## src/rtl/rr_mux4_arbiter_pkg.sv

```systemverilog
// Shared definitions for the rr_mux4_arbiter slice: FSM states, source
// indices, the default hold limit and the round-robin search helper.
package rr_mux4_arbiter_pkg;

  typedef enum logic {
    IDLE = 1'b0,
    BUSY = 1'b1
  } state_e;

  // Source index as presented on {s0, s1}
  localparam logic [1:0] IDX_A = 2'd0;
  localparam logic [1:0] IDX_B = 2'd1;
  localparam logic [1:0] IDX_C = 2'd2;
  localparam logic [1:0] IDX_D = 2'd3;

  localparam int DEFAULT_MAX_HOLD = 8;
  localparam int HOLD_CNT_W       = 8;

  typedef struct packed {
    logic       found;
    logic [1:0] idx;
  } pick_t;

  // First set bit of req searching upward from start, wrapping 3 -> 0.
  // Walking the offsets downward lets the closest candidate win last.
  function automatic pick_t rr_pick(input logic [3:0] req, input logic [1:0] start);
    pick_t      p;
    logic [1:0] cand;
    p.found = 1'b0;
    p.idx   = start;
    for (int k = 3; k >= 0; k--) begin
      cand = start + 2'(k);
      if (req[cand]) begin
        p.found = 1'b1;
        p.idx   = cand;
      end
    end
    return p;
  endfunction

  function automatic logic [3:0] idx_to_onehot(input logic [1:0] idx);
    return 4'b0001 << idx;
  endfunction

endpackage

```

## src/rtl/rr_mux4_arbiter_mux4_bus.sv

```systemverilog
// Parameterised-width 4:1 data mux; select index is {s0, s1}.
module mux4_bus
  import rr_mux4_arbiter_pkg::*;
#(
  parameter int W = 8
) (
  input  logic [W-1:0] a,
  input  logic [W-1:0] b,
  input  logic [W-1:0] c,
  input  logic [W-1:0] d,
  input  logic         s0,
  input  logic         s1,
  output logic [W-1:0] y
);

  // Plain combinational select of one of the four buses
  always_comb begin
    y = a;
    unique case ({s0, s1})
      IDX_A: y = a;
      IDX_B: y = b;
      IDX_C: y = c;
      IDX_D: y = d;
    endcase
  end

endmodule

```

## src/rtl/rr_mux4_arbiter.sv

```systemverilog
// Round-robin arbiter owning a shared 4:1 data mux for sources A..D.
// Grant, select and data outputs are all registered; dout trails gnt by
// one cycle. Optional macro RR_MUX4_HOLD_LIMIT_EN adds a hold counter that
// forces rotation after MAX_HOLD consecutive grant cycles when another
// source is waiting.
module rr_mux4_arbiter
  import rr_mux4_arbiter_pkg::*;
#(
  parameter int DATA_W   = 8,
  parameter int MAX_HOLD = DEFAULT_MAX_HOLD
) (
  input  logic              clk,
  input  logic              rst,
  input  logic [3:0]        req,
  input  logic [DATA_W-1:0] din_a,
  input  logic [DATA_W-1:0] din_b,
  input  logic [DATA_W-1:0] din_c,
  input  logic [DATA_W-1:0] din_d,
  output logic [3:0]        gnt,
  output logic              s0,
  output logic              s1,
  output logic [DATA_W-1:0] dout,
  output logic              dout_vld
);

  state_e            state_q, state_d;
  logic [1:0]        ptr_q, ptr_d;
  logic [3:0]        gnt_q, gnt_d;
  logic              s0_q, s0_d;
  logic              s1_q, s1_d;
  logic [DATA_W-1:0] dout_q, dout_d;
  logic              dout_vld_q, dout_vld_d;

  logic [1:0]        owner_idx;
  logic [3:0]        others;
  pick_t             pick_idle;
  pick_t             pick_next;
  logic              rotate;
  logic [DATA_W-1:0] mux_y;

  assign owner_idx = {s0_q, s1_q};
  assign others    = req & ~idx_to_onehot(owner_idx);
  assign pick_idle = rr_pick(req, ptr_q);
  assign pick_next = rr_pick(others, owner_idx + 2'd1);

`ifdef RR_MUX4_HOLD_LIMIT_EN
  localparam logic [HOLD_CNT_W-1:0] HOLD_LAST = HOLD_CNT_W'(MAX_HOLD - 1);

  logic [HOLD_CNT_W-1:0] hold_cnt_q, hold_cnt_d;
  logic                  hold_expired;

  // Counter reaching HOLD_LAST means the owner is in its MAX_HOLD-th cycle
  assign hold_expired = (hold_cnt_q >= HOLD_LAST) && (|others);
  assign rotate       = ~req[owner_idx] | hold_expired;

  // Hold counter clears on any grant change, otherwise counts BUSY cycles and saturates
  always_comb begin
    hold_cnt_d = hold_cnt_q;
    if (state_q == IDLE || rotate) begin
      hold_cnt_d = '0;
    end else if (hold_cnt_q < HOLD_LAST) begin
      hold_cnt_d = hold_cnt_q + 1'b1;
    end
  end

  // Hold counter register
  always_ff @(posedge clk) begin
    if (rst) begin
      hold_cnt_q <= '0;
    end else begin
      hold_cnt_q <= hold_cnt_d;
    end
  end
`else
  logic [7:0] unused_max_hold;

  // Without the limit the owner only leaves when it drops its request
  assign rotate          = ~req[owner_idx];
  assign unused_max_hold = 8'(MAX_HOLD);
`endif

  // Arbitration: choose the next owner, selects and pointer for the coming cycle
  always_comb begin
    state_d = state_q;
    ptr_d   = ptr_q;
    gnt_d   = gnt_q;
    s0_d    = s0_q;
    s1_d    = s1_q;
    unique case (state_q)
      IDLE: begin
        gnt_d = '0;
        if (pick_idle.found) begin
          state_d      = BUSY;
          gnt_d        = idx_to_onehot(pick_idle.idx);
          {s0_d, s1_d} = pick_idle.idx;
          ptr_d        = pick_idle.idx + 2'd1;
        end
      end
      BUSY: begin
        if (rotate) begin
          if (pick_next.found) begin
            gnt_d        = idx_to_onehot(pick_next.idx);
            {s0_d, s1_d} = pick_next.idx;
            ptr_d        = pick_next.idx + 2'd1;
          end else begin
            state_d = IDLE;
            gnt_d   = '0;
          end
        end
      end
    endcase
  end

  // Data path: capture the selected source whenever someone held the grant this cycle
  always_comb begin
    dout_vld_d = |gnt_q;
    dout_d     = dout_q;
    if (|gnt_q) begin
      dout_d = mux_y;
    end
  end

  // All arbiter and data registers, cleared together by reset
  always_ff @(posedge clk) begin
    if (rst) begin
      state_q    <= IDLE;
      ptr_q      <= IDX_A;
      gnt_q      <= '0;
      s0_q       <= 1'b0;
      s1_q       <= 1'b0;
      dout_q     <= '0;
      dout_vld_q <= 1'b0;
    end else begin
      state_q    <= state_d;
      ptr_q      <= ptr_d;
      gnt_q      <= gnt_d;
      s0_q       <= s0_d;
      s1_q       <= s1_d;
      dout_q     <= dout_d;
      dout_vld_q <= dout_vld_d;
    end
  end

  mux4_bus #(
    .W (DATA_W)
  ) u_mux (
    .a  (din_a),
    .b  (din_b),
    .c  (din_c),
    .d  (din_d),
    .s0 (s0_q),
    .s1 (s1_q),
    .y  (mux_y)
  );

  assign gnt      = gnt_q;
  assign s0       = s0_q;
  assign s1       = s1_q;
  assign dout     = dout_q;
  assign dout_vld = dout_vld_q;

endmodule

```

## config.mk

```make
export PLATFORM = sky130hd
export DESIGN_NAME = rr_mux4_arbiter
export DESIGN_NICKNAME = d
export VERILOG_FILES = /design/src/rtl/rr_mux4_arbiter_pkg.sv /design/src/rtl/rr_mux4_arbiter_mux4_bus.sv /design/src/rtl/rr_mux4_arbiter.sv
export SDC_FILE = /design/constraint.sdc
export NUM_CORES = 1
export LEC_CHECK = 0
export CAP_MARGIN = 40
export CELL_PAD_IN_SITES_DETAIL_PLACEMENT = 0
export CELL_PAD_IN_SITES_GLOBAL_PLACEMENT = 1
export CORE_MARGIN = 4
export CORE_UTILIZATION = 30
export DETAILED_ROUTE_END_ITERATION = 7
export PLACE_DENSITY = 0.81
export SETUP_SLACK_MARGIN = 0.2
export SLEW_MARGIN = 20
export SYNTH_ARGS = -nofsm -noshare
export SYNTH_HDL_FRONTEND = slang
export SYNTH_HIERARCHICAL = 1
export SYNTH_SLANG_ARGS = --single-unit
```

## constraint.sdc

```tcl
create_clock -name clk -period 2.71 [get_ports clk]
set_input_delay 0.542 -clock clk [delete_from_list [all_inputs] [get_ports clk]]
set_output_delay 0.542 -clock clk [all_outputs]
set_load 0.005 [all_outputs]
```

==> impl_metrics.csv <==
group,metric,value,unit
floorplan,start_util,31.76,%
sta,slew_headroom,71.10,%
logic_synthesis,synth.largest_area_cell,"dfxtp_1",
power,seq_power_share,26.7,%
run_status,status,"complete, no violations",
cells_and_area,n_antenna_cell,0,
clocking,cts_root_buf,"clkbuf_8",
sta,tightest_slew,0.4316,ns
logic_synthesis,syn_nets,191,
setup_path,crit_family,"compound AO/OA/AOI/OAI gates",
logic_synthesis,synth_warnings,6,
setup_path,start_kind,"input port",
setup_path,critPathCaptureType,"flop",
sta,finalHoldViolCount,0,
clocking,clock_latency,0.25,ns
floorplan,die_area,0.005866,mm²
placement,dp_hpwl,2892,µm
cells_and_area,final-seq-area,360.3,µm²
power,power.share.clock,13.9,%
logic_synthesis,syn_area,0.001411,mm²
sta,skew,0.003402,ns
cells_and_area,syn_to_final_growth,47.43,%
route,drt_iter0_drc,65,
power,p_int,1.000,mW
placement,gp_congestion,0.8912,
cells_and_area,multi_input_area,958.4,µm²
clocking,htreeDepth,1,
cells_and_area,layout.nets,249,
route,drt_wl_total,3594,µm
logic_synthesis,syn_area_per_cell,9.472,µm²
power,powerDensity,750.2,mW/mm²
floorplan,pin_count,53,
setup_path,cp.required,2.88,ns
clocking,cts_buffers,3,
logic_synthesis,yosysMostFrequentCell,"dfxtp_1",
job,maxCapViolCount,0,
setup_path,crit_buf_inv,1,
placement,port_buffers,52,
floorplan,die-width,76.59,µm
power,ir_worst_vdd,0.4268,mV
clocking,cts_sinks,18,
sta,finalMaxSlewViolations,0,
logic_synthesis,synthTopCellsByArea,"dfxtp_1, mux4_2, mux2i_1",
placement,place_inst,254,
sta,setup_viol,0,
floorplan,row_count,24,
clocking,clk_path_buf_depth,2,
setup_path,crit_path_max_fanout,7,
logic_synthesis,ys_ff_latch,18,
global_routing,grt_util_all_layers,12.10,%
cells_and_area,fillers,435,
route,routedWlPerCell,13.93,µm
power,swShare,35.93,%
power,p_comb_share,59.4,%
route,via_per_inst,5.174,
logic_synthesis,synth_commonest_cells,"dfxtp_1, nor2_1, mux4_2",
route,drcViolationCount,0,
setup_path,crit_path_max_incr_delay,0.57,ns
sta,fin_setup_tns,0,ns
route,dr.pass1.iters,4,
clocking,cts_tree,"built",
global_routing,antenna_found_initial,0,
setup_path,cp_data_arrival_time,2.53,ns
global_routing,gr-total-overflow,0,
logic_synthesis,synth.top_cell.area_share,25.53,%
floorplan,die_y,76.59,µm
setup_path,worst-setup-path-type,"input port to flop",
global_routing,grt_pass1_vias,1310,
clocking,clk_pin_slew,0.07,ns
global_routing,grt_pass1_wl,5906,µm
logic_synthesis,syn_inst,149,
clocking,hold_buffers,0,
setup_path,path_cells,"clkdlybuf4s50_1 > or3b_1 > nand4_1 > o21ai_2 > o21a_1 > a211o_2 > a221oi_2",
route,drtAntennaViolNets,0,
sta,period_needed,2.356,ns
logic_synthesis,synth-main-ff-cell,"dfxtp_1",
logic_synthesis,synth.lib_cells_used.distinct,47,
sta,max_freq,424.4,MHz
hold_path,hold_path.class,"flop to flop",
cells_and_area,drive_above_1_share,17.48,%
setup_path,cp_slowest_cell,"clkdlybuf4s50_1",
power,leakage,0.8301,nW
cells_and_area,finalNonFillerCells,258,
logic_synthesis,synth_edf_count,0,
power,p_switching,0.5610,mW
floorplan,coreArea,0.004444,mm²
route,num_vias,1335,
logic_synthesis,async_flop_share,0,%
global_routing,grt_max_degree,24,
logic_synthesis,seq_area_frac_synth,25.53,%
sta,final.period_utilization,86.95,%
sta,rsz0062_at_grt,"no",
==> logic make-up (layout without fill, tap and decap cells) <==
kind of cell / count (synthesis) / count (layout) / synth area share (%)
multiplexers: 17 / 17 / 20.04
AND/OR/NAND/NOR: 53 / 53 / 22.25
flip-flops: 18 / 18 / 25.53
buffers and inverters: 17 / 74 / 7.003
adder cells (fa/ha/maj): 4 / 4 / 3.546
AO/OA/AOI/OAI: 40 / 40 / 21.63
==> timing repair <==
item                       4_1_cts  5_1_grt
resized for setup                0        2
setup endpoints to repair        0        3
buffers inserted                 0        0
==> path summary, 6_finish.rpt <==
kind	from	endpoint	slack [ns]	depth (start not counted)
worst max-delay path	req[2]	ptr_q[1]$_SDFFE_PP0P_	0.35	7
worst min-delay path	dout[0]$_SDFFE_PP0P_	dout[0]$_SDFFE_PP0P_	0.50	2
worst max register to register	s1$_SDFFE_PP0P_	ptr_q[1]$_SDFFE_PP0P_	0.44	8
worst min register to register	dout[0]$_SDFFE_PP0P_	dout[0]$_SDFFE_PP0P_	0.50	2
==> cells in the final DEF, fill, tap and decap left out, drive strengths merged, types with 2 or more instances in the layout <==
cell type,count
a211o,3
a211oi,4
a21o,2
a21oi,9
a2bb2oi,2
a31oi,2
buf,13
clkbuf,4
clkdlybuf4s50,50
dfxtp,18
dlymetal6s2s,2
ha,4
inv,5
mux2i,8
mux4,9
nand2,5
nand2b,2
nand3b,3
nand4,2
nor2,16
nor2b,8
nor3,4
nor4b,2
o21a,3
o21ai,8
or3b,2
==> registers in the layout, summed over array words and instances (netlist names) <==
signal    cells
dout          8
gnt           4
ptr_q         2
dout_vld      1
s0            1
s1            1
state_q       1
==> power groups by stage <==
stage	logic [mW]	clock network, mW	registers [mW]
after global routing	1.02	0.236	0.431
after CTS	0.939	0.225	0.418
after global placement	0.943	0	0.421
final	0.927	0.218	0.417
after floorplan	0.594	0	0.420
after detailed placement	0.936	0	0.422
==> cell type report <==
cell class | count | area share (%)
clock buffer | 4 | 2.646
inverter | 5 | 0.9020
multi-input combinational | 114 | 46.06
sequential | 18 | 17.32
tap | 52 | 3.127
timing repair buffer | 65 | 29.95
==> per-layer routing <==
| metal | part of all wire (%) | up-vias | GRT usage (%) |
|---|---|---|---|
| met1 | 44 | 618 | 14.41 |
| met3 | 6.2 | 2 | 3.428 |
| met2 | 49 | 37 | 21.97 |
| li1 | - | 678 | - |
| met5 | 0 | - | 0 |
| met4 | 0.45 | 0 | 1.630 |
==> tightest hold or removal path, cell delays in order (launching register included) <==
cell and delay [ns]:
dfxtp_1 0.33, mux2i_1 0.07, nor2_1 0.07
==> metrics by stage <==
| step | total power, mW | util (%) | hold WS [ns] | setup slack (ns) | instance area, µm² |
|---|---|---|---|---|---|
| 2_1_floorplan | 1.014 | - | 0.4635 | 0.2390 | 1411 |
| 3_3_place_gp | 1.365 | 45.47 | 0.4736 | 0.03953 | 2021 |
| 3_5_place_dp | 1.359 | 45.47 | 0.4905 | 0.001231 | 2021 |
| 4_1_cts | 1.582 | 46.71 | 0.5073 | 0.2782 | 2076 |
| 5_1_grt | 1.684 | 46.82 | 0.5384 | 0.2352 | 2081 |
| 6_report | 1.561 | 46.82 | 0.5012 | 0.3536 | 2081 |
(Power assumes the default switching activity.)
